**src/rtl/ising_core_reg_slv.sv**
```systemverilog
// Reg-bus responder for one Ising core window: decode, config registers and run control.
// Define ISING_REG_IRQ_EN to add the IRQ_MASK register (offset 0x18) and the irq_o output.
module ising_core_reg_slv #(
    parameter int unsigned          AddrWidth       = 48,
    parameter logic [AddrWidth-1:0] BaseAddr        = '0,
    parameter int unsigned          CounterBitwidth = 32,
    parameter int unsigned          EnergyBit       = 32
) (
    input  logic                 clk_i,
    input  logic                 rst_ni,
    input  logic                 reg_valid_i,
    input  logic                 reg_write_i,
    input  logic [AddrWidth-1:0] reg_addr_i,
    input  logic [31:0]          reg_wdata_i,
    input  logic [3:0]           reg_wstrb_i,
    output logic                 reg_ready_o,
    output logic [31:0]          reg_rdata_o,
    output logic                 reg_error_o,
    output logic                 start_o,
    output logic [31:0]          cfg_o,
`ifdef ISING_REG_IRQ_EN
    output logic                 irq_o,
`endif
    input  logic                 core_done_i,
    input  logic [EnergyBit-1:0] energy_i
);

    localparam logic [2:0] WordCtrl    = 3'd0;
    localparam logic [2:0] WordStatus  = 3'd1;
    localparam logic [2:0] WordCycles  = 3'd2;
    localparam logic [2:0] WordCfg     = 3'd3;
    localparam logic [2:0] WordElapsed = 3'd4;
    localparam logic [2:0] WordEnergy  = 3'd5;
`ifdef ISING_REG_IRQ_EN
    localparam logic [2:0]           WordIrq = 3'd6;
    localparam logic [AddrWidth-1:0] WinEnd  = AddrWidth'(32'h1C);
`else
    localparam logic [AddrWidth-1:0] WinEnd  = AddrWidth'(32'h18);
`endif

    typedef enum logic [0:0] {StIdle, StResp} state_e;

    function automatic logic [31:0] merge_bytes(logic [31:0] old_val, logic [31:0] wdata,
                                                logic [3:0] strb);
        logic [31:0] res;
        res = old_val;
        for (int i = 0; i < 4; i++) begin
            if (strb[i]) res[8*i +: 8] = wdata[8*i +: 8];
        end
        return res;
    endfunction

    state_e                     state_q, state_d;
    logic [31:0]                rdata_q, rdata_d, rd_val;
    logic                       error_q, error_d;
    logic                       busy_q, busy_d, done_q, done_d, timeout_q, timeout_d;
    logic                       start_q, start_d;
    logic [CounterBitwidth-1:0] cycles_q, cycles_d, elapsed_q, elapsed_d;
    logic [CounterBitwidth:0]   elapsed_inc;
    logic [EnergyBit-1:0]       energy_q, energy_d;
    logic [31:0]                cfg_q, cfg_d, cycles_wr;
    logic [AddrWidth-1:0]       off;
    logic [2:0]                 word;
    logic                       accept, in_win, ro_hit, dec_err, wr_en;
`ifdef ISING_REG_IRQ_EN
    logic [1:0]                 irq_mask_q, irq_mask_d;
    logic                       irq_q, irq_d;
`endif

    assign off     = reg_addr_i - BaseAddr;
    assign word    = off[4:2];
    assign accept  = (state_q == StIdle) && reg_valid_i;
    assign in_win  = (reg_addr_i >= BaseAddr) && (off < WinEnd) && (off[1:0] == 2'b00);
    assign ro_hit  = (word == WordStatus) || (word == WordElapsed) || (word == WordEnergy);
    assign dec_err = !in_win || (reg_write_i && ro_hit);
    assign wr_en   = accept && reg_write_i && !dec_err;

    always_comb begin
        rd_val = '0;
        case (word)
            WordStatus:  rd_val = {29'b0, timeout_q, done_q, busy_q};
            WordCycles:  rd_val = 32'(cycles_q);
            WordCfg:     rd_val = cfg_q;
            WordElapsed: rd_val = 32'(elapsed_q);
            WordEnergy:  rd_val = 32'(energy_q);
`ifdef ISING_REG_IRQ_EN
            WordIrq:     rd_val = {30'b0, irq_mask_q};
`endif
            default:     rd_val = '0;
        endcase
    end

    // Bus handshake: accept in idle, present the registered response for one cycle.
    always_comb begin
        state_d = state_q;
        rdata_d = '0;
        error_d = 1'b0;
        unique case (state_q)
            StIdle: begin
                if (reg_valid_i) begin
                    state_d = StResp;
                    error_d = dec_err;
                    rdata_d = (dec_err || reg_write_i) ? '0 : rd_val;
                end
            end
            StResp:  state_d = StIdle;
            default: state_d = StIdle;
        endcase
    end

    // Run events are applied first so CLR can wipe them; START then overrides both.
    always_comb begin
        busy_d      = busy_q;
        done_d      = done_q;
        timeout_d   = timeout_q;
        elapsed_d   = elapsed_q;
        energy_d    = energy_q;
        cycles_d    = cycles_q;
        cfg_d       = cfg_q;
        start_d     = 1'b0;
        cycles_wr   = merge_bytes(32'(cycles_q), reg_wdata_i, reg_wstrb_i);
        elapsed_inc = {1'b0, elapsed_q} + (CounterBitwidth+1)'(1);
`ifdef ISING_REG_IRQ_EN
        irq_mask_d  = irq_mask_q;
`endif
        if (busy_q) begin
            elapsed_d = elapsed_inc[CounterBitwidth] ? elapsed_q
                                                     : elapsed_inc[CounterBitwidth-1:0];
            if (core_done_i) begin
                busy_d   = 1'b0;
                done_d   = 1'b1;
                energy_d = energy_i;
            end else if ((cycles_q != '0) && (elapsed_inc == {1'b0, cycles_q})) begin
                busy_d    = 1'b0;
                timeout_d = 1'b1;
            end
        end
        if (wr_en) begin
            case (word)
                WordCtrl: begin
                    if (reg_wstrb_i[0] && reg_wdata_i[1]) begin
                        done_d    = 1'b0;
                        timeout_d = 1'b0;
                        elapsed_d = '0;
                        energy_d  = '0;
                    end
                    if (reg_wstrb_i[0] && reg_wdata_i[0] && !busy_q) begin
                        start_d   = 1'b1;
                        busy_d    = 1'b1;
                        done_d    = 1'b0;
                        timeout_d = 1'b0;
                        elapsed_d = '0;
                    end
                end
                WordCycles: cycles_d = cycles_wr[CounterBitwidth-1:0];
                WordCfg:    cfg_d    = merge_bytes(cfg_q, reg_wdata_i, reg_wstrb_i);
`ifdef ISING_REG_IRQ_EN
                WordIrq:    if (reg_wstrb_i[0]) irq_mask_d = reg_wdata_i[1:0];
`endif
                default: ;
            endcase
        end
`ifdef ISING_REG_IRQ_EN
        irq_d = (done_d & irq_mask_d[0]) | (timeout_d & irq_mask_d[1]);
`endif
    end

    always_ff @(posedge clk_i or negedge rst_ni) begin
        if (!rst_ni) begin
            state_q    <= StIdle;
            rdata_q    <= '0;
            error_q    <= 1'b0;
            busy_q     <= 1'b0;
            done_q     <= 1'b0;
            timeout_q  <= 1'b0;
            start_q    <= 1'b0;
            cycles_q   <= '0;
            elapsed_q  <= '0;
            energy_q   <= '0;
            cfg_q      <= '0;
`ifdef ISING_REG_IRQ_EN
            irq_mask_q <= '0;
            irq_q      <= 1'b0;
`endif
        end else begin
            state_q    <= state_d;
            rdata_q    <= rdata_d;
            error_q    <= error_d;
            busy_q     <= busy_d;
            done_q     <= done_d;
            timeout_q  <= timeout_d;
            start_q    <= start_d;
            cycles_q   <= cycles_d;
            elapsed_q  <= elapsed_d;
            energy_q   <= energy_d;
            cfg_q      <= cfg_d;
`ifdef ISING_REG_IRQ_EN
            irq_mask_q <= irq_mask_d;
            irq_q      <= irq_d;
`endif
        end
    end

    assign reg_ready_o = (state_q == StResp);
    assign reg_rdata_o = rdata_q;
    assign reg_error_o = error_q;
    assign start_o     = start_q;
    assign cfg_o       = cfg_q;
`ifdef ISING_REG_IRQ_EN
    assign irq_o       = irq_q;
`endif

endmodule
```
**config.mk**
```make
export PLATFORM = sky130hd
export DESIGN_NAME = ising_core_reg_slv
export DESIGN_NICKNAME = d
export VERILOG_FILES = /design/src/rtl/ising_core_reg_slv.sv
export SDC_FILE = /design/constraint.sdc
export NUM_CORES = 1
export LEC_CHECK = 0
export ABC_AREA = 1
export CAP_MARGIN = 20
export CELL_PAD_IN_SITES_DETAIL_PLACEMENT = 0
export CELL_PAD_IN_SITES_GLOBAL_PLACEMENT = 1
export CORE_ASPECT_RATIO = 0.8
export CORE_MARGIN = 2
export CORE_UTILIZATION = 44
export CTS_CLUSTER_SIZE = 24
export DETAILED_ROUTE_END_ITERATION = 10
export DONT_BUFFER_PORTS = 1
export GPL_ROUTABILITY_DRIVEN = 0
export PLACE_DENSITY_LB_ADDON = 0.12
export SETUP_SLACK_MARGIN = 0.5
export SLEW_MARGIN = 10
export SYNTH_ARGS = -nofsm -noshare
export SYNTH_HDL_FRONTEND = slang
export SYNTH_SLANG_ARGS = --single-unit
```
**constraint.sdc**
```tcl
create_clock -name clk_i -period 3.8 [get_ports clk_i]
set_input_delay 0.38 -clock clk_i [delete_from_list [all_inputs] [get_ports clk_i]]
set_output_delay 0.38 -clock clk_i [all_outputs]
set_load 0.005 [all_outputs]
```
## Word level (Yosys, flattened, before mapping)

Cells that the tools add are included.

- Flip-flop bits (word level): 166
- Word-level logic and storage cells: 96
- Input port bits: 121
- Output and inout port bits: 67

- $lt $le $gt $ge: 2
- Reductions and logical operators: 28
- Add/subtract/negate cells: 1
- Bitwise operators: 1
- Eq/ne operators: 6
- Mux-type cells: 41

Operators by type and width:

| operator | number |
|---|---|
| 2-to-1 mux 32 bit | 14 |
| one-hot mux 32 bit (5 select lines) | 1 |
| greater-or-equal comparator 48 x 1 -> 1 bit (second input constant) | 1 |
| < comparator 48 x 5 -> 1 bit (second input constant) | 1 |
| adder 32 x 1 -> 33 bit (second input constant) | 1 |
| == test 33 x 32 -> 1 bit | 1 |
| nonzero test 32 bit | 1 |
| 2-to-1 mux 1 bit | 25 |
| AND reduction 3 bit | 8 |
| logical AND 1 bit | 10 |
| == test 3 x 2 -> 1 bit (second input constant) | 2 |
| == test 3 bit (second input constant) | 2 |
| logical OR 1 bit | 4 |
| == test 3 x 1 -> 1 bit (second input constant) | 1 |
| logical NOT 1 bit | 3 |
| logical NOT 3 bit | 1 |
| logical NOT 2 bit | 1 |
| one-hot mux 1 bit (2 select lines) | 1 |
| inverter 1 bit | 1 |

## Depth between registers and ports, before layout

- Word-level depth: 10
- Depth in mapped cells: 16
- Depth with buffers taken out: 16

## Least setup slack after synthesis

OpenSTA, ideal clock, no wires.

- Path type: input to register
- From: input port reg_addr_i[36]
- To: register cycles_q[21]
- Path slack: 1.810 ns
- Data required time: 3.682 ns
- Path buffers: 1
- Cell stages on the path: 12
- Arrival time: 1.871 ns
- Library setup time: 0.118 ns
- Path through: or2_1 nor2_1 nand2_1 nor2_1 nand2_1 nor4_4 nand4_2 nor2_2 nand2_2 buf_6 nand2_1 o21ai_2

- Word-level cells in the longest chain between the ends: 8
- Elaborated cells between the ends (all ways): 9
- Classes of those cells: 2 x order compare; 7 x reduce/logical

RTL lines:

| item | RTL line | text |
|---|---|---|
| start, declared | 13 | `input logic [AddrWidth-1:0] reg_addr_i,` |
| greater-or-equal comparator 48 x 1 -> 1 bit or < comparator 48 x 5 -> 1 bit (tied branches) | 73 | `assign in_win = (reg_addr_i >= BaseAddr) && (off < WinEnd) && (off[1:0] == 2'b00);` |
| logical AND 1 bit (*) (2 in series) | 73 |  |
| logical NOT 1 bit (*) | 75 | `assign dec_err = !in_win \|\| (reg_write_i && ro_hit);` |
| logical OR 1 bit (*) | 75 |  |
| logical NOT 1 bit (*) | 76 | `assign wr_en = accept && reg_write_i && !dec_err;` |
| logical AND 1 bit (*) | 76 |  |
| AND reduction 3 bit (no line) (*) | - |  |
| end signal, assigned | 193 | `cycles_q <= cycles_d;` |
| end, declared | 58 | `logic [CounterBitwidth-1:0] cycles_q, cycles_d, elapsed_q, elapsed_d;` |

Mark *: on every way between the ends. The rest lies on a longest branch, timed or not.
A chain may end at the register's enable or synchronous reset.

## Final worst setup path

- From: register elapsed_q[0]
- To: register busy_q

- Word-level cells in the longest chain between the ends: 9

RTL lines:

| item | RTL line | text |
|---|---|---|
| start, declared | 58 |  |
| start signal, assigned | 194 | `elapsed_q <= elapsed_d;` |
| adder 32 x 1 -> 33 bit (*) | 122 | `elapsed_inc = {1'b0, elapsed_q} + (CounterBitwidth+1)'(1);` |
| == test 33 x 32 -> 1 bit (*) | 133 | `end else if ((cycles_q != '0) && (elapsed_inc == {1'b0, cycles_q})) begin` |
| logical AND 1 bit (*) | 133 |  |
| 2-to-1 mux 1 bit (*) | 133 |  |
| 2-to-1 mux 1 bit (*) | 129 | `if (core_done_i) begin` |
| 2-to-1 mux 1 bit (*) | 126 | `if (busy_q) begin` |
| 2-to-1 mux 1 bit | 147 | `if (reg_wstrb_i[0] && reg_wdata_i[0] && !busy_q) begin` |
| 2-to-1 mux 1 bit | 139 | `case (word)` |
| 2-to-1 mux 1 bit (*) | 138 | `if (wr_en) begin` |
| via busy_d | 56 | `logic busy_q, busy_d, done_q, done_d, timeout_q, timeout_d;` |
| end signal, assigned | 189 | `busy_q <= busy_d;` |
| end, declared | 56 |  |

The timed path passes the listed nets; every way through them passes the cells marked *.

==> results.py <==
metrics = {
    "outcome": {
        "status": "complete, but fails checks",
        "violations": "hold timing",
    },
    "floorplanning": {
        "core_um2": 20700,
        "start_util": 0.4487,
        "die_h_um": 134.0,
        "die_w_um": 166.4,
        "die_area_um2": 22290,
        "top_level_ports": 188,
        "rows": 47,
    },
    "grt": {
        "grt_pass1_wl_um": 45110,
        "gr-usage-all-layers": 0.2669,
        "antenna_found_initial": 2,
        "grt_pass1_vias": 7493,
        "grt_overflow": 0,
        "grt_max_degree": 167,
    },
    "final_layout": {
        "final_core_util": 0.4905,
        "area_growth_pct": 9.323,
        "layout_common_cells": "nand2_1 (356), inv_1 (194), dfrtp_1 (166)",
        "final_common_cell": "nand2_1",
        "nets": 1365,
        "area.sequential_um2": 4154,
        "fillCellCount": 2107,
        "multi_input_area_um2": 4204,
        "drive_gt1_frac": 0.09236,
        "antenna_cells": 0,
    },
    "pwr": {
        "p_sw_uw": 949.7,
        "power_density_nw_per_um2": 358.6,
        "p_sw_frac": 0.2608,
        "p_seq_frac": 0.485,
        "combPwrFrac": 0.021,
        "peakVddDrop_mv": 0.2829,
        "p_leak_uw": 0.004978,
        "p_int_uw": 2691,
        "p_clk_frac": 0.493,
    },
    "critical_path": {
        "crit_path_start_kind": "flip-flop",
        "crit_required_ps": 4120,
        "arrival_ps": 2930,
        "cp_max_fo": 5,
        "cp-endpoint": "busy_q$_DFF_PN0_",
        "reg2reg_slack_ps": 1190,
        "reg2reg_depth": 13,
        "reg2reg_from": "elapsed_q[0]$_DFF_PN0_",
        "crit_path_end_kind": "flip-flop",
        "r2r_end": "busy_q$_DFF_PN0_",
        "critPathKind": "reg -> reg",
        "crit_start": "elapsed_q[0]$_DFF_PN0_",
    },
    "job": {
        "cap_violations": 0,
    },
    "route": {
        "num_vias": 8116,
        "viasPerCell": 5.322,
        "drt-wirelength-per-cell_um": 19.15,
        "drc": 0,
        "routed_wl_um": 29210,
        "ant_nets": 0,
        "dr.first_iter.drc_count": 694,
        "dr.pass1.iters": 5,
    },
    "clocking": {
        "cts_buffer_depth": 2,
        "cts_tree": "yes",
        "post_cts_buffers": 0,
        "cts.htree.levels": 4,
        "cts_buffers": 17,
        "clk_latency_ps": 440,
        "clock-sinks": 166,
        "cts-root-buf": "clkbuf_16",
        "post_cts_resized": 0,
        "clk_pin_slew_ps": 80,
    },
    "place": {
        "dp_slack_ps": 1059,
        "io_buffers": 0,
        "dpl.hpwl_um": 21650,
    },
    "timing": {
        "report.final.slew_viol_count": 0,
        "tightest_slew_ps": 1041,
        "finalWorstSetupSlack_ps": 1190,
        "setup_violations": 0,
        "grt_setup_unrepaired": "false",
        "post-route-period-util": 0.6868,
        "fin_hold_ws_ps": -367.1,
        "hold_viol_final": 166,
        "finalClockSkew_ps": 18.31,
        "max-slew-margin-rel": 0.3034,
        "tns_ps": 0,
        "clock.fmax_mhz": 383.2,
        "period_minus_slack_ps": 2610,
    },
    "synthesis": {
        "synth_cell_types": 34,
        "ys_seq_area_frac": 0.4473,
        "avgSynthCellArea_um2": 7.406,
        "syn_inst": 1254,
        "yosysWarnings": 0,
        "synth_seq_cells": 166,
        "netlist_area_um2": 9288,
        "synth_nets": 1376,
    },
    "hold_path": {
        "hp-class": "in -> async",
    },
}
cells in the mapped netlist:
cell | n | area, um^2
nand2_1 | 356 | 1336
inv_1 | 194 | 728.2
dfrtp_1 | 166 | 4154
nor2_1 | 160 | 600.6
o21ai_0 | 74 | 370.4
nand3_1 | 66 | 330.3
o21ai_2 | 48 | 420.4
a221oi_1 | 31 | 271.5
clkbuf_1 | 24 | 90.09
a21oi_1 | 22 | 110.1
o22ai_1 | 19 | 118.9
nand2_2 | 12 | 75.07
o21ai_1 | 12 | 60.06
buf_2 | 10 | 50.05
xor2_1 | 9 | 78.83
nand3b_1 | 7 | 52.55
nor2_2 | 7 | 43.79
buf_6 | 6 | 67.56
nand4_1 | 6 | 37.54
xnor3_1 | 6 | 135.1
or2_1 | 3 | 18.77
clkinv_1 | 2 | 7.510
nor2_4 | 2 | 22.52
or2_0 | 2 | 12.51
a31oi_1 | 1 | 6.260
and2_1 | 1 | 6.260
ha_1 | 1 | 12.51
inv_2 | 1 | 3.750
nand4_2 | 1 | 12.51
nor3_1 | 1 | 5.000
nor3_2 | 1 | 10.01
nor4_4 | 1 | 21.27
o2111ai_1 | 1 | 8.760
xnor2_1 | 1 | 8.760
metal layers:
layer / wire length [um] / track usage
met4: 278 / 0.05603
met1: 14840 / 0.4305
met2: 11650 / 0.3618
met5: 32 / 0
met3: 2411 / 0.05842
power by group through the flow:
stage,Sequential (uW),Clock (uW),Combinational (uW)
floorplan,1800,0,55.9
global placement,1800,0,78.3
detailed placement,1800,0,78.7
CTS,1770,1830,78.9
global route,1770,1910,88.7
finish,1770,1800,78.2
flip-flops by register name, indices dropped and copies added (netlist names):
name and flops:
busy_q 1, cfg_o 32, cycles_q 32, done_q 1, elapsed_q 32, energy_q 32
reg_error_o 1, reg_rdata_o 32, reg_ready_o 1, start_o 1, timeout_q 1
worst max-delay path, cell delays in order (launching register included):
cell,delay [ps]
dfrtp_1,430
ha_1,220
nand2_1,110
nor2_1,210
nand3b_1,300
o21ai_0,280
and2_1,170
nor2_1,40
nor2_1,90
nand2_1,80
nor2_1,320
nand3_1,120
nand2_1,70
nand2_1,50
cell families (layout without fill, tap and decap cells):
logic type	Yosys count	in the layout	synth area share
fa+ha+maj	1	1	0.001347
xor+xnor	16	16	0.02398
simple gates	626	626	0.2783
compound gates	208	208	0.1471
buf+inv	237	239	0.1020
flops	166	166	0.4473
final cells by class:
class                   count  area share
clock buffers              17     0.04190
clock inverters            15     0.01959
inverters                 197     0.07283
multi-input cells         851      0.4140
flip-flops and latches    166      0.4091
well taps                 269     0.03315
repair buffers             10    0.009365
per-stage QoR:
step                cell area (um^2)  instances  total power (uW)
floorplan                       9288       1254              1859
global placement                9502       1492              1881
detailed placement              9502       1492              1881
CTS                            10130       1524              3679
global route                   10150       1525              3762
finish                         10150       1525              3641
worst min path at each step:
| stage | from | end | slack, ps | depth (start not counted) |
|---|---|---|---|---|
| floorplan | rst_ni | busy_q$_DFF_PN0_ | 80 | 0 |
| global placement | rst_ni | reg_ready_o$_DFF_PN0_ | 90 | 0 |
| detailed placement | rst_ni | reg_ready_o$_DFF_PN0_ | 90 | 0 |
| CTS | rst_ni | reg_ready_o$_DFF_PN0_ | -390 | 0 |
| global route | rst_ni | energy_q[4]$_DFF_PN0_ | -390 | 0 |
| finish | rst_ni | energy_q[4]$_DFF_PN0_ | -370 | 0 |
Note: power is estimated with default switching activity, not from simulation.
